## src/rtl/iob_cache_axi_write_engine.sv

```systemverilog
// -----------------------------------------------------------------------------
// iob_cache_axi_write_engine
//
// Purpose: turns one front-end cache write request into a single AXI4 write
// transaction (AW + W beats + B). In write-through mode (WRITE_POL=0), one
// FE word goes out as a single beat with byte strobes steered into the
// right BE lane. In write-back mode (WRITE_POL=1), a whole cache line goes
// out as an INCR burst of NBEATS beats with full strobes.
//
// Configuration macro:
//   IOB_CACHE_AXI_WRITE_RETRY_EN - when defined, a non-OKAY write response
//   reissues the registered request up to MAX_RETRY times before it sets
//   error_o. When undefined, any non-OKAY response sets error_o at once.
//
// Ports:
//   clk_i, reset_i          clock, asynchronous active-high reset
//   valid_i/ready_o         request handshake (ready_o only in IDLE)
//   addr_i, wdata_i, wstrb_i request byte address, word/line data, strobes
//   error_o, error_clr_i    sticky unrecoverable-error flag and its clear
//   axi_aw*                 AXI write address channel (master side)
//   axi_w*                  AXI write data channel (master side)
//   axi_b*                  AXI write response channel (master side)
// -----------------------------------------------------------------------------
module iob_cache_axi_write_engine #(
  parameter int ADDR_W        = 32,
  parameter int FE_DATA_W     = 32,
  parameter int BE_ADDR_W     = 32,
  parameter int BE_DATA_W     = 64,
  parameter int WORD_OFFSET_W = 2,
  parameter int WRITE_POL     = 0,
  parameter int AXI_ID_W      = 1,
  parameter int AXI_ID        = 0,
  parameter int AXI_LEN_W     = 8,
  parameter int MAX_RETRY     = 3
) (
  input  logic                          clk_i,
  input  logic                          reset_i,
  input  logic                          valid_i,
  input  logic [ADDR_W-1:0]             addr_i,
  input  logic [((WRITE_POL != 0) ? (FE_DATA_W << WORD_OFFSET_W) : FE_DATA_W)-1:0] wdata_i,
  input  logic [FE_DATA_W/8-1:0]        wstrb_i,
  output logic                          ready_o,
  output logic                          error_o,
  input  logic                          error_clr_i,
  output logic [AXI_ID_W-1:0]           axi_awid_o,
  output logic [BE_ADDR_W-1:0]          axi_awaddr_o,
  output logic [AXI_LEN_W-1:0]          axi_awlen_o,
  output logic [2:0]                    axi_awsize_o,
  output logic [1:0]                    axi_awburst_o,
  output logic                          axi_awlock_o,
  output logic [3:0]                    axi_awcache_o,
  output logic [2:0]                    axi_awprot_o,
  output logic [3:0]                    axi_awqos_o,
  output logic                          axi_awvalid_o,
  input  logic                          axi_awready_i,
  output logic [BE_DATA_W-1:0]          axi_wdata_o,
  output logic [BE_DATA_W/8-1:0]        axi_wstrb_o,
  output logic                          axi_wlast_o,
  output logic                          axi_wvalid_o,
  input  logic                          axi_wready_i,
  input  logic [AXI_ID_W-1:0]           axi_bid_i,
  input  logic [1:0]                    axi_bresp_i,
  input  logic                          axi_bvalid_i,
  output logic                          axi_bready_o
);

  localparam int LINE_W      = FE_DATA_W << WORD_OFFSET_W;
  localparam int WDATA_W     = (WRITE_POL != 0) ? LINE_W : FE_DATA_W;
  localparam int NBEATS      = (WRITE_POL != 0) ? LINE_W / BE_DATA_W : 1;
  localparam int BE_BYTES    = BE_DATA_W / 8;
  localparam int FE_BYTES    = FE_DATA_W / 8;
  localparam int ALIGN_BYTES = (WRITE_POL != 0) ? LINE_W / 8 : BE_BYTES;
  localparam int BEAT_W      = (NBEATS > 1) ? $clog2(NBEATS) : 1;

  typedef enum logic [1:0] {IDLE, XFER, RESP} state_t;

  state_t                state_q, state_d;
  logic [ADDR_W-1:0]     addr_q, addr_d;
  logic [WDATA_W-1:0]    wdata_q, wdata_d;
  logic [FE_BYTES-1:0]   wstrb_q, wstrb_d;
  logic [BEAT_W-1:0]     beat_q, beat_d;
  logic                  awDone_q, awDone_d;
  logic                  wDone_q, wDone_d;
  logic                  error_q, error_d;

  logic awHs;
  logic wHs;
  logic lastBeat;

`ifdef IOB_CACHE_AXI_WRITE_RETRY_EN
  localparam int RETRY_W = (MAX_RETRY > 0) ? $clog2(MAX_RETRY + 1) : 1;
  logic [RETRY_W-1:0] retry_q, retry_d;
`else
  localparam int unusedMaxRetry = MAX_RETRY;
`endif

  logic unusedBid;
  assign unusedBid = ^axi_bid_i;

  // Each channel drops its valid after its own handshake, so AW and W run
  // independently inside XFER.
  assign axi_awvalid_o = (state_q == XFER) && !awDone_q;
  assign axi_wvalid_o  = (state_q == XFER) && !wDone_q;
  assign axi_bready_o  = (state_q == RESP);
  assign ready_o       = (state_q == IDLE);
  assign error_o       = error_q;

  assign awHs     = axi_awvalid_o && axi_awready_i;
  assign wHs      = axi_wvalid_o && axi_wready_i;
  assign lastBeat = (beat_q == BEAT_W'(NBEATS - 1));

  assign axi_wlast_o   = axi_wvalid_o && lastBeat;

  assign axi_awid_o    = AXI_ID_W'(AXI_ID);
  assign axi_awaddr_o  = BE_ADDR_W'(addr_q & ~ADDR_W'(ALIGN_BYTES - 1));
  assign axi_awlen_o   = AXI_LEN_W'(NBEATS - 1);
  assign axi_awsize_o  = 3'($clog2(BE_BYTES));
  assign axi_awburst_o = 2'b01;
  assign axi_awlock_o  = 1'b0;
  assign axi_awcache_o = 4'b0011;
  assign axi_awprot_o  = 3'b000;
  assign axi_awqos_o   = 4'b0000;

  generate
    if (WRITE_POL != 0) begin : g_wb
      // Line is sent lowest slice first; the beat counter picks the slice.
      logic unusedStrb;
      assign unusedStrb  = ^wstrb_q;
      assign axi_wdata_o = BE_DATA_W'(wdata_q >> (int'(beat_q) * BE_DATA_W));
      assign axi_wstrb_o = '1;
    end else begin : g_wt
      // The word is copied into every FE lane of the BE word; only the strobe
      // decides which lane the slave actually writes. The mask keeps the
      // FE-aligned byte offset of the word inside its BE word.
      localparam int RATIO = BE_DATA_W / FE_DATA_W;
      logic [ADDR_W-1:0] laneOffset;
      assign laneOffset  = addr_q & ADDR_W'(BE_BYTES - FE_BYTES);
      assign axi_wdata_o = {RATIO{wdata_q}};
      assign axi_wstrb_o = BE_BYTES'(wstrb_q) << laneOffset;
    end
  endgenerate

  // State and request registers; reset drops any in-flight request.
  always_ff @(posedge clk_i or posedge reset_i) begin
    if (reset_i) begin
      state_q  <= IDLE;
      addr_q   <= '0;
      wdata_q  <= '0;
      wstrb_q  <= '0;
      beat_q   <= '0;
      awDone_q <= 1'b0;
      wDone_q  <= 1'b0;
      error_q  <= 1'b0;
`ifdef IOB_CACHE_AXI_WRITE_RETRY_EN
      retry_q  <= '0;
`endif
    end else begin
      state_q  <= state_d;
      addr_q   <= addr_d;
      wdata_q  <= wdata_d;
      wstrb_q  <= wstrb_d;
      beat_q   <= beat_d;
      awDone_q <= awDone_d;
      wDone_q  <= wDone_d;
      error_q  <= error_d;
`ifdef IOB_CACHE_AXI_WRITE_RETRY_EN
      retry_q  <= retry_d;
`endif
    end
  end

  // Next-state logic. The error set is evaluated after the clear so a
  // simultaneous set wins.
  always_comb begin
    state_d  = state_q;
    addr_d   = addr_q;
    wdata_d  = wdata_q;
    wstrb_d  = wstrb_q;
    beat_d   = beat_q;
    awDone_d = awDone_q;
    wDone_d  = wDone_q;
    error_d  = error_q;
`ifdef IOB_CACHE_AXI_WRITE_RETRY_EN
    retry_d  = retry_q;
`endif
    if (error_clr_i) error_d = 1'b0;

    case (state_q)
      IDLE: begin
        if (valid_i) begin
          addr_d   = addr_i;
          wdata_d  = wdata_i;
          wstrb_d  = wstrb_i;
          beat_d   = '0;
          awDone_d = 1'b0;
          wDone_d  = 1'b0;
`ifdef IOB_CACHE_AXI_WRITE_RETRY_EN
          retry_d  = '0;
`endif
          state_d  = XFER;
        end
      end
      XFER: begin
        if (awHs) awDone_d = 1'b1;
        if (wHs) begin
          if (lastBeat) begin
            beat_d  = '0;
            wDone_d = 1'b1;
          end else begin
            beat_d = beat_q + 1'b1;
          end
        end
        if ((awDone_q || awHs) && (wDone_q || (wHs && lastBeat))) state_d = RESP;
      end
      RESP: begin
        if (axi_bvalid_i) begin
          if (axi_bresp_i == 2'b00) begin
            state_d = IDLE;
          end else begin
`ifdef IOB_CACHE_AXI_WRITE_RETRY_EN
            if (retry_q < RETRY_W'(MAX_RETRY)) begin
              retry_d  = retry_q + 1'b1;
              beat_d   = '0;
              awDone_d = 1'b0;
              wDone_d  = 1'b0;
              state_d  = XFER;
            end else begin
              error_d = 1'b1;
              state_d = IDLE;
            end
`else
            error_d = 1'b1;
            state_d = IDLE;
`endif
          end
        end
      end
      default: state_d = IDLE;
    endcase
  end

endmodule

```

## config.mk

```make
export PLATFORM = sky130hd
export DESIGN_NAME = iob_cache_axi_write_engine
export DESIGN_NICKNAME = d
export VERILOG_FILES = /design/src/rtl/iob_cache_axi_write_engine.sv
export SDC_FILE = /design/constraint.sdc
export NUM_CORES = 1
export LEC_CHECK = 0
export ABC_AREA = 1
export BUFFER_PORTS_ARGS = -buffer_cell sky130_fd_sc_hd__buf_2
export CAP_MARGIN = 30
export CORE_ASPECT_RATIO = 2
export CORE_UTILIZATION = 43
export CTS_CLUSTER_DIAMETER = 100
export DETAILED_ROUTE_END_ITERATION = 10
export GPL_TIMING_DRIVEN = 0
export HOLD_SLACK_MARGIN = 0.08
export MAX_ROUTING_LAYER = met4
export PLACE_DENSITY = 0.8
export SLEW_MARGIN = 10
export SYNTH_ARGS = -nofsm -noshare
export SYNTH_HDL_FRONTEND = slang
export SYNTH_SLANG_ARGS = --single-unit
```

## constraint.sdc

```tcl
create_clock -name clk_i -period 2.1 [get_ports clk_i]
set_input_delay 0.105 -clock clk_i [delete_from_list [all_inputs] [get_ports clk_i]]
set_output_delay 0.105 -clock clk_i [all_outputs]
set_load 0.01 [all_outputs]
```

==> impl_metrics.json <==
{
  "status": "completed",
  "holdPathEnd": "state_q[1]$_DFFE_PP0P_",
  "yosys.cell_types.count": 16,
  "power_mw": 7.965,
  "dieWidth_um": 65.82,
  "syn_area_mm2": 0.003502,
  "critPathMaxStageDelay_ps": 390,
  "clock_sinks": 71,
  "min-delay-start": "axi_bvalid_i",
  "yosysSeqAreaShare": 0.5073,
  "whs_path_depth": 4,
  "worstRegToRegCells": 6,
  "fmax_mhz": 584.2,
  "reg2reg_to": "error_o$_DFF_PP0_",
  "period_needed_ps": 1712,
  "drtIter0Drc": 164,
  "clock_skew_ps": 5.723,
  "synth_area_leaders": "dfrtp_1 (51%), nand2_1 (21%), buf_4 (21%)",
  "n_fill_cell": 563,
  "power_density_mw_per_mm2": 1400,
  "layoutNonFillerInstCount": 813,
  "dp_cells": 726,
  "worst_ep_arrival_time_ps": 1610,
  "drive_above_1_share": 0.4240,
  "wirelength_mm": 10.25,
  "rows": 46,
  "yosys.area.top_type_share": 0.5073,
  "clk_pin_slew_ps": 50,
  "leakage_nw": 3.448,
  "antenna_found_initial": 0,
  "hold_viol": 0,
  "crit_required_ps": 2000,
  "timing.final.crit_share": 0.8151,
  "grt_pass1_wl_mm": 15.65,
  "cp-start-kind": "flop",
  "insertion_delay_ps": 330,
  "synth.avg_cell_area_um2": 8.319,
  "vias_per_cell": 4.368,
  "cp_cell_sequence": "inv_1 -> nor2_1 -> inv_1 -> nor2_1 -> buf_4 -> buf_2",
  "start_util": 0.4441,
  "dp_hpwl_mm": 6.683,
  "track_usage": 0.2520,
  "cts.htree.levels": 3,
  "ir_drop_uv": 834.8,
  "finalSetupViolations": 0,
  "hold_class": "in2reg",
  "grt_pass1_vias": 3448,
  "grt_overflow": 0,
  "diodes": 0,
  "cts_tree": "done",
  "coreArea_mm2": 0.007885,
  "yosysTopAreaCell": "dfrtp_1",
  "area_growth_pct": 62.42,
  "crit_path_end_kind": "output port",
  "cts_buffers": 9,
  "drv_slew": 0,
  "crit_start": "state_q[0]$_DFFE_PP0P_",
  "routedWlPerCell_um": 12.61,
  "layout.nets": 790,
  "drt.antenna.violating_nets": 0,
  "ys_ff_latch": 71,
  "portBuffers": 181,
  "cap_violations": 0,
  "yosysWarningCount": 0,
  "worstSetupPathType": "reg2out",
  "drt_pass1_iterations": 4,
  "final_cell_mix": "nand2_1 (199), buf_2 (187), buf_4 (98), dfrtp_1 (71), dlygate4sd3_1 (71)",
  "place_congestion": 0.7621,
  "die-area_mm2": 0.008531,
  "root_buffer": "clkbuf_16",
  "post_cts_buffers": 0,
  "rsz0062_at_grt": "no",
  "r2r-start": "state_q[0]$_DFFE_PP0P_",
  "slowest_stage": "dfrtp_1",
  "critical_path.max_fanout": 5,
  "final_common_cell": "nand2_1",
  "vias": 3551,
  "ios": 214,
  "grt_max_degree": 37,
  "reg2reg_slack_ps": 620,
  "die_y_um": 129.6,
  "clock_path_buffers": 2,
  "syn_inst": 421,
  "drc": 0
}
layout make-up:
class / count / area, µm² / area share
Clock inverter: 3 / 65.06 / 0.01144
Tap cell: 96 / 120.1 / 0.02112
Timing Repair Buffer: 253 / 1637 / 0.2877
Multi-Input combinational cell: 251 / 975.9 / 0.1716
Buffer: 105 / 769.5 / 0.1353
Clock buffer: 13 / 260.3 / 0.04575
Inverter: 21 / 83.83 / 0.01474
Sequential cell: 71 / 1777 / 0.3124
metal layers:
layer	global-route usage	wire, µm
met5	-	0
met4	0.1202	321
met3	0.05106	534
met2	0.4502	5705
met1	0.2526	3692
per-stage QoR:
stage          setup TNS (ps)  instance area [µm²]  hold slack, ps    util  setup slack (ps)
2_1_floorplan               0                 3603           203.8       -             198.4
5_1_grt                     0                 5688           120.0  0.7214             260.0
3_5_place_dp                0                 4652           170.0  0.5900             751.0
4_1_cts                     0                 5688           95.34  0.7214             397.0
3_3_place_gp           -40400                 4629           293.2  0.5871            -572.7
6_report                    0                 5688           101.9  0.7214             388.3
sequential cells by signal, summed over array words and instances (netlist names):
name and cells:
addr_q 30, wstrb_q 4, error_o 1, wdata_q 32
wDone_q 1, awDone_q 1, state_q 2
synthesized netlist by cell type:
cell,n
buf_2,6
clkbuf_1,1
buf_4,98
inv_1,20
nand3_1,4
nor2_4,1
inv_4,1
conb_1,2
nor2_1,9
o21ai_1,4
nand2_4,1
a21oi_1,1
nand4_1,1
dfrtp_1,71
o22ai_1,2
nand2_1,199
repair_timing:
item,in CTS,in global routing
hold endpoints to repair,104,0
hold buffers,71,0
resized for setup,0,0
report_power, final:
group	total [mW]	internal [mW]	leakage (nW)	switching, mW
Sequential	2.49	2.02	0.879	0.462
Clock	1.64	1.10	0.160	0.540
Combinational	3.84	1.91	2.41	1.92
worst max path at each step:
stage | to | depth (start not counted)
final | axi_wvalid_o | 6
after global routing | axi_wvalid_o | 6
after CTS | axi_wvalid_o | 6
after detailed placement | axi_wvalid_o | 6
after global placement | wdata_q[22]$_DFFE_PP0P_ | 2
after floorplan | addr_q[10]$_DFFE_PP0P_ | 1
critical path, delay by kind of cell, from the launching register on:
family	cells	cell delay, ps
flip-flops	1	390
AND/OR/NAND/NOR	2	430
buffers and inverters	4	460
kinds of logic after synthesis:
| family | after synthesis | share of synthesized area |
|---|---|---|
| buf+inv | 126 | 0.2429 |
| flops | 71 | 0.5073 |
| simple gates | 215 | 0.2369 |
| other cells | 2 | 0.002144 |
| compound gates | 7 | 0.01072 |
Power figures use the tool's default switching activity.
